**src/rtl/spi_flash_seq.sv**
```systemverilog
// spi_flash_seq: command sequencer in front of the SPI flash master.
// Turns one word-level request (READ burst, PROGRAM word, ERASE sector) into
// a series of single transactions on the master's interface. Destructive ops
// are preceded by WREN and followed by status polling (RDSR) until WIP
// clears or POLL_MAX reads have been made. Addresses are 3-byte.
//
// Ports:
//   clk, rst            clock, asynchronous active-high reset
//   req_*               request channel (valid/ready), latched at acceptance
//   rd_valid/rd_ready   read-word stream out, rd_data first flash bit in [31]
//   done, err           one-cycle end-of-request pulse; err marks poll timeout
//                       or reserved op
//   m_*                 single-transaction interface of the SPI flash master
//   dbg_state           current sequencer state, for observation only
//
// Handshakes: req_* and rd_* transfer on a clock edge where valid && ready
// are both high. A source that raises valid holds it and its payload stable
// until that edge. The master side instead uses validflag/tready: validflag
// is held until tready is sampled low (accepted), then dropped; completion
// is tready sampled high again.
module spi_flash_seq #(
  parameter int POLL_MAX = 1024,
  parameter int POLL_GAP = 16
) (
  input  logic        clk,
  input  logic        rst,
  input  logic        req_valid,
  output logic        req_ready,
  input  logic [1:0]  req_op,
  input  logic [23:0] req_addr,
  input  logic [31:0] req_wdata,
  input  logic [7:0]  req_len,
  output logic        rd_valid,
  input  logic        rd_ready,
  output logic [31:0] rd_data,
  output logic        done,
  output logic        err,
  output logic [31:0] m_data_in,
  output logic [31:0] m_address,
  output logic [7:0]  m_command,
  output logic [2:0]  m_commtype,
  output logic [6:0]  m_nmiso_bits,
  output logic        m_validflag,
  input  logic [31:0] m_data_out,
  input  logic        m_tready,
  output logic [2:0]  dbg_state
);

  typedef enum logic [2:0] {
    S_IDLE, S_ISSUE, S_WAIT_ACC, S_WAIT_DONE, S_RD_OUT, S_GAP, S_FIN
  } state_t;

  // Which master transaction the ISSUE/WAIT states are currently carrying.
  typedef enum logic [2:0] {
    P_READ, P_WREN, P_PROG, P_ERASE, P_RDSR
  } prim_t;

  localparam logic [1:0] OP_READ  = 2'd0;
  localparam logic [1:0] OP_PROG  = 2'd1;
  localparam logic [1:0] OP_ERASE = 2'd2;

  localparam int PCW = $clog2(POLL_MAX + 1);
  localparam int GCW = (POLL_GAP > 1) ? $clog2(POLL_GAP) : 1;

  state_t          state_q, state_d;
  prim_t           prim_q, prim_d;
  logic            is_prog_q, is_prog_d;
  logic [23:0]     addr_q, addr_d;
  logic [31:0]     wdata_q, wdata_d;
  logic [7:0]      len_q, len_d;
  logic [PCW-1:0]  poll_cnt_q, poll_cnt_d;
  logic [GCW-1:0]  gap_cnt_q, gap_cnt_d;
  logic [31:0]     rd_data_q, rd_data_d;
  logic            err_flag_q, err_flag_d;

  // The master shifts the first received bit into bit 0, so the word is
  // mirrored to put the first flash bit on top. For the 8-bit status read
  // only m_data_out[7:0] is meaningful and WIP (status bit 0) lands on [7].
  logic [31:0] rev_word;
  logic        wip;

  always_comb begin
    for (int i = 0; i < 32; i++) begin
      rev_word[i] = m_data_out[31-i];
    end
    wip = m_data_out[7];
  end

  always_ff @(posedge clk or posedge rst) begin
    if (rst) begin
      state_q    <= S_IDLE;
      prim_q     <= P_READ;
      is_prog_q  <= 1'b0;
      addr_q     <= '0;
      wdata_q    <= '0;
      len_q      <= '0;
      poll_cnt_q <= '0;
      gap_cnt_q  <= '0;
      rd_data_q  <= '0;
      err_flag_q <= 1'b0;
    end else begin
      state_q    <= state_d;
      prim_q     <= prim_d;
      is_prog_q  <= is_prog_d;
      addr_q     <= addr_d;
      wdata_q    <= wdata_d;
      len_q      <= len_d;
      poll_cnt_q <= poll_cnt_d;
      gap_cnt_q  <= gap_cnt_d;
      rd_data_q  <= rd_data_d;
      err_flag_q <= err_flag_d;
    end
  end

  always_comb begin
    state_d    = state_q;
    prim_d     = prim_q;
    is_prog_d  = is_prog_q;
    addr_d     = addr_q;
    wdata_d    = wdata_q;
    len_d      = len_q;
    poll_cnt_d = poll_cnt_q;
    gap_cnt_d  = gap_cnt_q;
    rd_data_d  = rd_data_q;
    err_flag_d = err_flag_q;

    case (state_q)
      S_IDLE: begin
        if (req_valid) begin
          addr_d     = req_addr;
          wdata_d    = req_wdata;
          len_d      = req_len;
          is_prog_d  = (req_op == OP_PROG);
          err_flag_d = 1'b0;
          case (req_op)
            OP_READ: begin
              prim_d  = P_READ;
              state_d = (req_len == 8'd0) ? S_FIN : S_ISSUE;
            end
            OP_PROG, OP_ERASE: begin
              prim_d  = P_WREN;
              state_d = S_ISSUE;
            end
            default: begin
              err_flag_d = 1'b1;
              state_d    = S_FIN;
            end
          endcase
        end
      end

      // validflag is up for exactly this cycle plus WAIT_ACC.
      S_ISSUE: state_d = S_WAIT_ACC;

      S_WAIT_ACC: begin
        if (!m_tready) state_d = S_WAIT_DONE;
      end

      S_WAIT_DONE: begin
        if (m_tready) begin
          case (prim_q)
            P_READ: begin
              rd_data_d = rev_word;
              state_d   = S_RD_OUT;
            end
            P_WREN: begin
              prim_d  = is_prog_q ? P_PROG : P_ERASE;
              state_d = S_ISSUE;
            end
            P_PROG, P_ERASE: begin
              prim_d     = P_RDSR;
              poll_cnt_d = '0;
              state_d    = S_ISSUE;
            end
            default: begin
              poll_cnt_d = poll_cnt_q + PCW'(1);
              if (!wip) begin
                state_d = S_FIN;
              end else if (poll_cnt_d >= PCW'(POLL_MAX)) begin
                err_flag_d = 1'b1;
                state_d    = S_FIN;
              end else begin
                gap_cnt_d = '0;
                state_d   = S_GAP;
              end
            end
          endcase
        end
      end

      // The next word is fetched only after the consumer takes this one.
      S_RD_OUT: begin
        if (rd_ready) begin
          addr_d  = addr_q + 24'd4;
          len_d   = len_q - 8'd1;
          state_d = (len_q == 8'd1) ? S_FIN : S_ISSUE;
        end
      end

      S_GAP: begin
        if (gap_cnt_q == GCW'(POLL_GAP - 1)) state_d = S_ISSUE;
        else gap_cnt_d = gap_cnt_q + GCW'(1);
      end

      S_FIN: state_d = S_IDLE;

      default: state_d = S_IDLE;
    endcase
  end

  // Master fields are decoded from the current primitive and are only
  // non-zero while a transaction is in flight, so they read 0 when idle.
  always_comb begin
    m_command    = '0;
    m_commtype   = '0;
    m_address    = '0;
    m_data_in    = '0;
    m_nmiso_bits = '0;
    if (state_q inside {S_ISSUE, S_WAIT_ACC, S_WAIT_DONE}) begin
      case (prim_q)
        P_READ: begin
          m_command    = 8'h03;
          m_commtype   = 3'b010;
          m_address    = {8'h00, addr_q};
          m_nmiso_bits = 7'd32;
        end
        P_WREN: begin
          m_command  = 8'h06;
          m_commtype = 3'b000;
        end
        P_PROG: begin
          m_command  = 8'h02;
          m_commtype = 3'b100;
          m_address  = {8'h00, addr_q};
          m_data_in  = wdata_q;
        end
        P_ERASE: begin
          m_command  = 8'h20;
          m_commtype = 3'b101;
          m_address  = {8'h00, addr_q};
        end
        default: begin
          m_command    = 8'h05;
          m_commtype   = 3'b001;
          m_nmiso_bits = 7'd8;
        end
      endcase
    end
  end

  assign m_validflag = (state_q == S_ISSUE) || (state_q == S_WAIT_ACC);
  assign req_ready   = (state_q == S_IDLE);
  assign rd_valid    = (state_q == S_RD_OUT);
  assign rd_data     = rd_data_q;
  assign done        = (state_q == S_FIN);
  assign err         = (state_q == S_FIN) && err_flag_q;
  assign dbg_state   = state_q;

endmodule

```
**config.mk**
```make
export PLATFORM = sky130hd
export DESIGN_NAME = spi_flash_seq
export DESIGN_NICKNAME = d
export VERILOG_FILES = /design/src/rtl/spi_flash_seq.sv
export SDC_FILE = /design/constraint.sdc
export NUM_CORES = 1
export LEC_CHECK = 0
export CORE_MARGIN = 2
export CORE_UTILIZATION = 64
export CTS_CLUSTER_SIZE = 14
export DETAILED_ROUTE_END_ITERATION = 8
export DONT_BUFFER_PORTS = 1
export GPL_ROUTABILITY_DRIVEN = 0
export PLACE_DENSITY = 0.82
export SETUP_SLACK_MARGIN = 0.5
export SYNTH_ARGS = -nofsm -noshare
export SYNTH_HDL_FRONTEND = slang
export SYNTH_SLANG_ARGS = --single-unit
```
**constraint.sdc**
```tcl
create_clock -name clk -period 5.6 [get_ports clk]
set_clock_uncertainty 0.2 [all_clocks]
set_input_delay 1.68 -clock clk [delete_from_list [all_inputs] [get_ports clk]]
set_output_delay 1.68 -clock clk [all_outputs]
set_load 0.005 [all_outputs]
```
==> metrics.txt <==
flops & latches, synth roughly 120; period utilization slightly below 80%; top cells by count, synth 155 x nand2_1, 119 x dfrtp_1, 43 x nor2_1; Chip Height 104.2 µm; Synth area leaders dfrtp_1 46%, nand2_1 9.1%, mux2_2 6.1%; # IOs 225; H-Tree Depth 4; Max Fclk 231.1 MHz; status finished, final reports clean; RSZ-0062 raised after global routing no; synthesized area around 6400 µm²; drt total wl roughly 16000 µm; die area 10850 µm²; peak supply drop around 0.34 mV; Non-Filler Instances ~850; endpoints failing setup 0; worst hold path class flip-flop to flip-flop; clock buffer depth 2; worst stage delay on the critical path roughly 0.8 ns; Synth top area share 46.36%; total grt overflow 0; cell row count 36; PwrDens around 560 nW/µm²; vias roughly 5200; drt pass-1 iters 5; EDFF count, synth 0; Worst setup EP type primary output; worst skew pair latency around 0.52 ns; pins over their slew limit 0; port bufs 0; Starting Density roughly 66%; R2R Setup Slk roughly 2.8 ns; Routed Antenna Nets 0; fraction of layout cells with a size suffix above 1 13.18%; Post-synth ARST share 100.0%; final hold vios 0; vias in the first global route approximately 5200; root buffer cell clkbuf_8; final setup margin roughly 1.3 ns; DRC 0; Total Power about 3.9 mW; TritonCTS clock tree yes; fin crit period ~4.3 ns; CTS Hold Bufs 0; Num CTS Buffers 17; Seq/Total Area, Yosys between 40% and 50%; dpl cells roughly 820; Avg Cell Area, Syn ~8.9 µm²; most numerous cell in the Yosys netlist nand2_1; Cell variety after synth between 60 and 70; leakage power between 3 and 4 nW; DRT iter0 DRCs 414; Place WS around 1.8 ns; actual slew at the worst max-slew pin around 1.1 ns; largest net degree at the start of global routing 73; post-route cell area 6965 µm²; Critical-path top delay cell dfrtp_1; ys flop type dfrtp_1; Max-cap violations 0; antenna cells 0; routed len/inst 18.23 µm; relative slew slack 24.41%; initial antenna violation count 0; synth warn 0; nets about 800; Post-Synthesis Cells about 730; crit-path max FO 32; area of placed instances 6416 µm²; Layout area overhead 8.434%; CP cell instances o21ai_0 -> nor3_2 -> buf_4 -> and2_1; Setup Fix Bufs, Post-CTS 0; die width about 100 µm; CTS resizes 0; Critical Path AT between 2 and 2.5 ns; Setup Crit Path Kind flip-flop to primary output; nature of the critical path startpoint flip-flop; Worst EP required between 3 and 4 ns; Final TNS setup 0 ns; Core Region between 9000 and 10000 µm²; leading area contributor after synthesis dfrtp_1; Sinks on Clock Net around 120; Total GRT Usage ~30%; Clock Pin Slew Worst Setup and Hold Paths ~0.06 ns; Final HPWL DP roughly 11000 µm; first-pass GRT wire length 25620 µm; routed vias/inst slightly above 6
==> critical path, delay by kind of cell (launching register included) <==
kind,cells,cell delay (ns)
compound gates,1,0.43
buf+inv,1,0.28
flops,1,0.80
simple gates,2,0.41
==> kinds of logic (layout without fill, tap and decap cells) <==
| family | after synthesis | count (layout) | share of synthesized area [%] |
|---|---|---|---|
| AOI/OAI and AO/OA | 114 | 114 | 10.87 |
| buffers and inverters | 77 | 57 | 5.843 |
| xor gates and xnor gates | 11 | 11 | 1.500 |
| DFF | 119 | 119 | 46.36 |
| other | 1 | 17 | 0.05838 |
| adders and majority gates | 8 | 8 | 1.558 |
| muxes | 38 | 38 | 6.603 |
| and+or+nand+nor | 357 | 357 | 27.21 |
==> layout make-up <==
type,count,area (µm²)
clock buffer,20,445.4
clock inverter,12,103.9
fill,739,2809
inverter,15,58.81
multi-input combinational,545,3138
sequential,119,2978
tap,133,166.4
timing repair buffer,10,75.07
==> report_power, final <==
group | switching (mW) | total (mW) | internal [mW]
clock | 0.385 | 0.993 | 0.608
combinational | 0.753 | 1.29 | 0.534
sequential | 0.384 | 1.63 | 1.24
total | 1.52 | 3.91 | 2.39
==> routing by layer <==
layer | vias to the layer above | GRT usage, % | share of wire [%] | wire length (µm)
met2 | 253 | 47.65 | 50 | 7769
met3 | 40 | 9.085 | 8.2 | 1274
met5 | - | 0 | 0 | 0
li1 | 2425 | - | - | -
met4 | 0 | 13.90 | 2.5 | 386
met1 | 2525 | 36.37 | 39 | 6135
==> placed cells by master, fill, tap and decap left out, types with 4 or more instances in the layout <==
cell type,n
dfrtp_1,119
conb_1,17
o22ai_1,6
nand3_1,21
a31oi_1,7
nand4_1,7
nand2b_1,7
and2_1,36
buf_4,10
nor3_1,20
nand2_1,155
nor4_1,8
clkbuf_16,16
mux2_2,35
nor2_1,42
inv_1,12
ha_1,8
and3_1,32
o21ai_0,35
clkinv_2,5
a21oi_1,34
xor2_1,5
a211oi_1,4
xnor2_1,6
==> registers in the layout (all words and copies together) (netlist names), 3 cells and up <==
signal      flops
gap_cnt_q       4
rd_data        32
len_q           8
prim_q          3
addr_q         24
wdata_q        32
dbg_state       3
poll_cnt_q     11
==> per-stage QoR <==
step                      utilization [%]  hold WS (ns)
after floorplan                         -        0.2374
after global placement              65.64        0.2541
after detailed placement            65.64        0.2541
after CTS                           71.26        0.2693
after global routing                71.26        0.2972
final                               71.26        0.2672
==> path summary, 6_finish.rpt <==
path                                           end                      from  cells past startpoint
min                        wdata_q[12]$_DFFE_PP0P_   wdata_q[12]$_DFFE_PP0P_                      2
min reg2reg                wdata_q[12]$_DFFE_PP0P_   wdata_q[12]$_DFFE_PP0P_                      2
max reg2reg                   len_q[4]$_DFFE_PP0P_  dbg_state[0]$_DFFE_PP0P_                      4
min in group asynchronous   rd_data[8]$_DFFE_PP0P_                       rst                      1
max in group asynchronous  wdata_q[14]$_DFFE_PP0P_                       rst                      2
max                                  m_data_in[31]  dbg_state[0]$_DFFE_PP0P_                      4
No activity file was read; power rests on OpenSTA's default activity.
